`src/rtl/mem_access_unit.sv`:
```
// MEM-stage load/store initiator for a word-addressed data memory with a combinational read port.
// Handles byte/half/word accesses with lane extraction, sign/zero extension and read-modify-write.
module mem_access_unit #(
  parameter int unsigned MEM_WORDS = 1024,
  parameter int unsigned ADDR_W    = 32
) (
  input  logic              clk,
  input  logic              rst,
  input  logic              req_valid,
  output logic              req_ready,
  input  logic              req_write,
  input  logic [1:0]        req_size,
  input  logic              req_signed,
  input  logic [ADDR_W-1:0] req_addr,
  input  logic [31:0]       req_wdata,
  output logic              rsp_valid,
  output logic [31:0]       rsp_data,
  output logic              rsp_err,
  output logic              mem_read,
  output logic              mem_write,
  output logic [ADDR_W-1:0] mem_address,
  output logic [31:0]       mem_write_data,
  input  logic [31:0]       mem_read_data
);

  localparam logic [ADDR_W-1:0] MemWordsA = ADDR_W'(MEM_WORDS);

  typedef enum logic [1:0] {StIdle, StAccess, StMerge} state_e;

  state_e            state_q, state_d;
  logic              write_q, write_d;
  logic [1:0]        size_q, size_d;
  logic              signed_q, signed_d;
  logic [ADDR_W-1:0] addr_q, addr_d;
  logic [31:0]       wdata_q, wdata_d;
  logic              err_q, err_d;
  logic [31:0]       merge_q, merge_d;
  logic              rsp_valid_q, rsp_valid_d;
  logic [31:0]       rsp_data_q, rsp_data_d;
  logic              rsp_err_q, rsp_err_d;

  logic [ADDR_W-1:0] req_word_idx;
  logic [ADDR_W-1:0] word_idx_q;
  logic              req_err;
  logic [7:0]        load_byte;
  logic [15:0]       load_half;
  logic [31:0]       load_data;
  logic [31:0]       merged;

  assign req_word_idx = {2'b00, req_addr[ADDR_W-1:2]};
  assign word_idx_q   = {2'b00, addr_q[ADDR_W-1:2]};

  always_comb begin
    req_err = 1'b0;
    if (req_size == 2'b11) req_err = 1'b1;
    if (req_size == 2'b01 && req_addr[0]) req_err = 1'b1;
    if (req_size == 2'b10 && req_addr[1:0] != 2'b00) req_err = 1'b1;
    if (req_word_idx >= MemWordsA) req_err = 1'b1;
  end

  // Lane extraction for loads.
  always_comb begin
    load_byte = 8'h00;
    unique case (addr_q[1:0])
      2'd0: load_byte = mem_read_data[7:0];
      2'd1: load_byte = mem_read_data[15:8];
      2'd2: load_byte = mem_read_data[23:16];
      2'd3: load_byte = mem_read_data[31:24];
      default: load_byte = 8'h00;
    endcase
    load_half = addr_q[1] ? mem_read_data[31:16] : mem_read_data[15:0];
    if (size_q == 2'b00) begin
      load_data = {{24{signed_q & load_byte[7]}}, load_byte};
    end else if (size_q == 2'b01) begin
      load_data = {{16{signed_q & load_half[15]}}, load_half};
    end else begin
      load_data = mem_read_data;
    end
  end

  // Sub-word store: replace the target lane in the word just read.
  always_comb begin
    merged = mem_read_data;
    if (size_q == 2'b00) begin
      unique case (addr_q[1:0])
        2'd0: merged[7:0]   = wdata_q[7:0];
        2'd1: merged[15:8]  = wdata_q[7:0];
        2'd2: merged[23:16] = wdata_q[7:0];
        2'd3: merged[31:24] = wdata_q[7:0];
        default: merged = mem_read_data;
      endcase
    end else if (addr_q[1]) begin
      merged[31:16] = wdata_q[15:0];
    end else begin
      merged[15:0] = wdata_q[15:0];
    end
  end

  always_comb begin
    state_d        = state_q;
    write_d        = write_q;
    size_d         = size_q;
    signed_d       = signed_q;
    addr_d         = addr_q;
    wdata_d        = wdata_q;
    err_d          = err_q;
    merge_d        = merge_q;
    rsp_valid_d    = 1'b0;
    rsp_data_d     = rsp_data_q;
    rsp_err_d      = rsp_err_q;
    req_ready      = 1'b0;
    mem_read       = 1'b0;
    mem_write      = 1'b0;
    mem_address    = '0;
    mem_write_data = 32'h0;

    unique case (state_q)
      StIdle: begin
        req_ready = 1'b1;
        if (req_valid) begin
          write_d  = req_write;
          size_d   = req_size;
          signed_d = req_signed;
          addr_d   = req_addr;
          wdata_d  = req_wdata;
          err_d    = req_err;
          state_d  = StAccess;
        end
      end
      StAccess: begin
        mem_address = word_idx_q;
        if (err_q) begin
          rsp_valid_d = 1'b1;
          rsp_err_d   = 1'b1;
          rsp_data_d  = 32'h0;
          state_d     = StIdle;
        end else if (!write_q) begin
          mem_read    = 1'b1;
          rsp_valid_d = 1'b1;
          rsp_err_d   = 1'b0;
          rsp_data_d  = load_data;
          state_d     = StIdle;
        end else if (size_q == 2'b10) begin
          mem_write      = 1'b1;
          mem_write_data = wdata_q;
          rsp_valid_d    = 1'b1;
          rsp_err_d      = 1'b0;
          rsp_data_d     = 32'h0;
          state_d        = StIdle;
        end else begin
          mem_read = 1'b1;
          merge_d  = merged;
          state_d  = StMerge;
        end
      end
      StMerge: begin
        mem_address    = word_idx_q;
        mem_write      = 1'b1;
        mem_write_data = merge_q;
        rsp_valid_d    = 1'b1;
        rsp_err_d      = 1'b0;
        rsp_data_d     = 32'h0;
        state_d        = StIdle;
      end
      default: state_d = StIdle;
    endcase

    // No memory traffic while reset is asserted, even mid-operation.
    if (rst) begin
      mem_read       = 1'b0;
      mem_write      = 1'b0;
      mem_write_data = 32'h0;
    end
  end

  always_ff @(posedge clk) begin
    if (rst) begin
      state_q     <= StIdle;
      write_q     <= 1'b0;
      size_q      <= 2'b00;
      signed_q    <= 1'b0;
      addr_q      <= '0;
      wdata_q     <= 32'h0;
      err_q       <= 1'b0;
      merge_q     <= 32'h0;
      rsp_valid_q <= 1'b0;
      rsp_data_q  <= 32'h0;
      rsp_err_q   <= 1'b0;
    end else begin
      state_q     <= state_d;
      write_q     <= write_d;
      size_q      <= size_d;
      signed_q    <= signed_d;
      addr_q      <= addr_d;
      wdata_q     <= wdata_d;
      err_q       <= err_d;
      merge_q     <= merge_d;
      rsp_valid_q <= rsp_valid_d;
      rsp_data_q  <= rsp_data_d;
      rsp_err_q   <= rsp_err_d;
    end
  end

  assign rsp_valid = rsp_valid_q;
  assign rsp_data  = rsp_data_q;
  assign rsp_err   = rsp_err_q;

endmodule
```
`config.mk`:
```
export PLATFORM = sky130hd
export DESIGN_NAME = mem_access_unit
export DESIGN_NICKNAME = d
export VERILOG_FILES = /design/src/rtl/mem_access_unit.sv
export SDC_FILE = /design/constraint.sdc
export NUM_CORES = 1
export LEC_CHECK = 0
export BUFFER_PORTS_ARGS = -buffer_cell sky130_fd_sc_hd__buf_2
export CAP_MARGIN = 20
export CELL_PAD_IN_SITES_DETAIL_PLACEMENT = 0
export CELL_PAD_IN_SITES_GLOBAL_PLACEMENT = 1
export CORE_AREA = 4 4 133 135
export CTS_CLUSTER_SIZE = 14
export DETAILED_ROUTE_END_ITERATION = 16
export DIE_AREA = 0 0 137 139
export PLACE_DENSITY = 0.82
export SYNTH_ARGS = -nofsm -noshare
export SYNTH_HDL_FRONTEND = slang
export SYNTH_SLANG_ARGS = --single-unit
```
`constraint.sdc`:
```
create_clock -name clk -period 5.5 [get_ports clk]
set_input_delay 1.1 -clock clk [delete_from_list [all_inputs] [get_ports clk]]
set_output_delay 1.1 -clock clk [all_outputs]
set_load 0.01 [all_outputs]
```
==> flow_metrics.env <==
export IMPL_die_x_um=137
export IMPL_clkPwrFrac_pct=45.0
export IMPL_ys_seq_area_share_pct=42.1
export IMPL_ctsHoldBuffers=0
export IMPL_antenna_found_initial=1
export IMPL_critical_path_class="reg -> out"
export IMPL_arrival_ns=2.59
export IMPL_synth_avg_cell_area_um2=8.06
export IMPL_placedCellCount=1168
export IMPL_h_tree_depth=4
export IMPL_place_ws_ns=2.14
export IMPL_grt_pass1_wl_mm=34.1
export IMPL_power_frac_comb_pct=12.4
export IMPL_synthToLayoutAreaGrowth_pct=25.4
export IMPL_first_iter_violations=546
export IMPL_p_leak_nw=3.39
export IMPL_final_util_pct=49.7
export IMPL_cts_sinks=137
export IMPL_netlist_area_um2=6520
export IMPL_p_seq_share_pct=42.6
export IMPL_grt_max_degree=70
export IMPL_crit_slowest_cell="ha_1"
export IMPL_slew_violations=0
export IMPL_worstSetupEndpointType="primary output"
export IMPL_floorplan_initialDensity_pct=39.6
export IMPL_rows=47
export IMPL_busiest_layer="met2"
export IMPL_hold_depth=2
export IMPL_min_period_ns=3.69
export IMPL_startpoint_type="register"
export IMPL_rsz0062_at_grt="no"
export IMPL_maxCapViolations=0
export IMPL_timing_fmax_mhz=271
export IMPL_grt_pass1_vias=6192
export IMPL_synth_top_area_share_pct=42.1
export IMPL_internal_power_mw=1.86
export IMPL_diodes=0
export IMPL_finalPower_mw=2.53
export IMPL_multi_input_area_um2=3410
export IMPL_ys_warnings_count=0
export IMPL_use_met3_pct=5.55
export IMPL_power_density_nw_per_um2=310
export IMPL_cts_buffers=17
export IMPL_io_pins=204
export IMPL_wl_mm=21.9
export IMPL_wire_per_inst_um=18.2
export IMPL_root_buffer="clkbuf_16"
export IMPL_hold_viol_final=0
export IMPL_place_hpwl_mm=15.3
export IMPL_syn_instance_count=809
export IMPL_power_switching_uw=670
export IMPL_stdcell_count=1200
export IMPL_synth_top_area_cell="dfxtp_1"
export IMPL_place_gp_congestion=0.799
export IMPL_regArea_um2=2740
export IMPL_via_per_inst=5.41
export IMPL_yosys_top_cells_area="dfxtp_1 42%, nand2_1 9.4%, a21oi_1 6.4%"
export IMPL_fill_cells=1711
export IMPL_drc=0
export IMPL_dr_pass1_iters=5
export IMPL_clkTransAtPathRegs_ns=0.06
export IMPL_ys_ff_latch=137
export IMPL_r2r_slack_ns=2.32
export IMPL_timing_slew_headroom_pct=37.7
export IMPL_synthFlopType="dfxtp_1"
export IMPL_clock_latency_ns=0.43
export IMPL_synthArstFlopShare_pct=0
export IMPL_grt_usage_pct=22.8
export IMPL_grt_use_met1_pct=30.8
export IMPL_tns_ns=0
export IMPL_synth_edf_count=0
export IMPL_layout_nets=1073
export IMPL_status="finished clean"
export IMPL_path_cells="inv_1 > ha_1 > nand2b_4 > nor2_1 > buf_2"
export IMPL_port_buffers=201
export IMPL_post_cts_buffers=0
export IMPL_fp_dieH_um=139
export IMPL_met2_usage_pct=35.8
export IMPL_skew_ns=0.0105
export IMPL_period_share_pct=67.1
export IMPL_cts_buffer_depth=2
export IMPL_worst_path_max_fanout=35
export IMPL_tightest_slew_ns=0.934
export IMPL_hold_class="reg -> reg"
export IMPL_yosysUniqueCellTypes=45
export IMPL_design_core_area_um2=16500
export IMPL_drive_gt1_share_pct=27.6
export IMPL_vias=6496
export IMPL_grt_overflow_total=0
export IMPL_final_setup_viol_count=0
export IMPL_postRouteAntennaNets=0
export IMPL_cp_required_ns=4.40
export IMPL_cts_tree="built"
export IMPL_cts_resized_gates=0
export IMPL_reg2regPathDepth=6
export IMPL_fp_dieArea_um2=19000
export IMPL_power_switching_share_pct=26.5
export IMPL_finalWorstSetupSlack_ns=1.81
export IMPL_cpPeakStageDelay_ns=0.90
export IMPL_max_vdd_ir_drop_v=0.000236
-- cell usage after synthesis (2+ instances only) --
master and instances:
nor3b_1 2, buf_6 3, nand3b_1 3, o21ai_0 9
a22o_1 14, nor2b_1 22, inv_1 18, o2bb2ai_2 10
a221oi_1 11, nand2_1 163, nor2_1 77, dfxtp_1 137
a21oi_1 83, nor4_1 5, a311oi_1 17, o21ai_1 2
buf_2 4, buf_1 13, o2bb2ai_1 13, a221o_1 13
and2_1 31, buf_4 3, o22ai_1 20, clkbuf_1 51
ha_1 3, mux4_2 7, nand3_1 10, o211ai_1 2
nand2b_1 3, a22oi_1 35, nor3_1 11
-- final timing paths --
path | from | endpoint
hold / removal | addr_q[25] | addr_q[25]
hold reg to reg | addr_q[25] | addr_q[25]
setup / recovery | state_q[0] | mem_write_data[12]
setup reg to reg | state_q[0] | rsp_data[28]
-- logic make-up (layout without fill, tap and decap cells) --
family	Yosys count	after routing	synth area share, %
AO/OA/AOI/OAI	233	233	25.9
AND/OR/NAND/NOR	333	333	22.7
other	1	2	0.0575
buffers and inverters	93	263	5.95
multiplexers	9	9	2.74
flip-flops	137	137	42.1
adder cells (fa/ha/maj)	3	3	0.576
-- through the flow --
stage	hold WS (ns)	cell area, µm²
after floorplan	0.432	6530
after global placement	0.438	7590
after detailed placement	0.441	7590
after CTS	0.450	8180
after global routing	0.470	8180
final	0.449	8180
-- registers in the layout, summed over array words and instances (netlist names) --
| signal | flops |
|---|---|
| size_q | 2 |
| rsp_data | 32 |
| state_q | 2 |
| merge_q | 32 |
| rsp_err | 1 |
| write_q | 1 |
| rsp_valid | 1 |
| wdata_q | 32 |
| addr_q | 32 |
| err_q | 1 |
| signed_q | 1 |
-- critical path: cells and delay by family (launching register included) --
kind / cells / cell delay (ns)
fa+ha+maj: 1 / 0.90
simple gates: 2 / 0.67
flops: 1 / 0.35
buf+inv: 2 / 0.23
-- power by group through the flow --
stage	Clock, mW	Sequential (mW)	Combinational (mW)
2_1_floorplan	0	1.09	0.196
4_1_cts	1.16	1.08	0.313
3_5_place_dp	0	1.10	0.312
5_1_grt	1.20	1.08	0.347
3_3_place_gp	0	1.10	0.310
6_report	1.14	1.08	0.315
-- final cells by class --
cell class	count	share of cell area (%)
Multi-Input combinational cell	580	41.7
Sequential cell	137	33.5
Timing Repair Buffer	212	13.3
Clock buffer	22	5.80
Tap cell	220	3.37
Clock inverter	10	1.44
Inverter	19	0.872
-- placed cells by master (no fill, tap or decap), types with 3 or more instances in the layout --
| cell type | count |
|---|---|
| buf_2 | 200 |
| nand2_1 | 162 |
| dfxtp_1 | 137 |
| a21oi_1 | 82 |
| nor2_1 | 75 |
| a22oi_1 | 35 |
| and2_1 | 30 |
| nor2b_1 | 22 |
| o22ai_1 | 20 |
| inv_1 | 18 |
| a311oi_1 | 17 |
| clkbuf_16 | 17 |
| a22o_1 | 14 |
| a221o_1 | 13 |
| o2bb2ai_1 | 13 |
| buf_4 | 12 |
| nor3_1 | 11 |
| a221oi_1 | 11 |
| nand3_1 | 10 |
| o2bb2ai_2 | 10 |
| o21ai_0 | 9 |
| mux4_2 | 7 |
| nor4_1 | 5 |
| nand2b_1 | 3 |
| nand3b_1 | 3 |
| ha_1 | 3 |
| clkinv_2 | 3 |
| clkinv_4 | 3 |
| clkbuf_8 | 3 |
-- metal layers --
metal	routed length, µm	vias to the layer above
li1	-	3165
met1	9560	3032
met2	10300	256
met3	1580	41
met4	454	2
met5	12	-
Power figures use the tool's default switching activity.
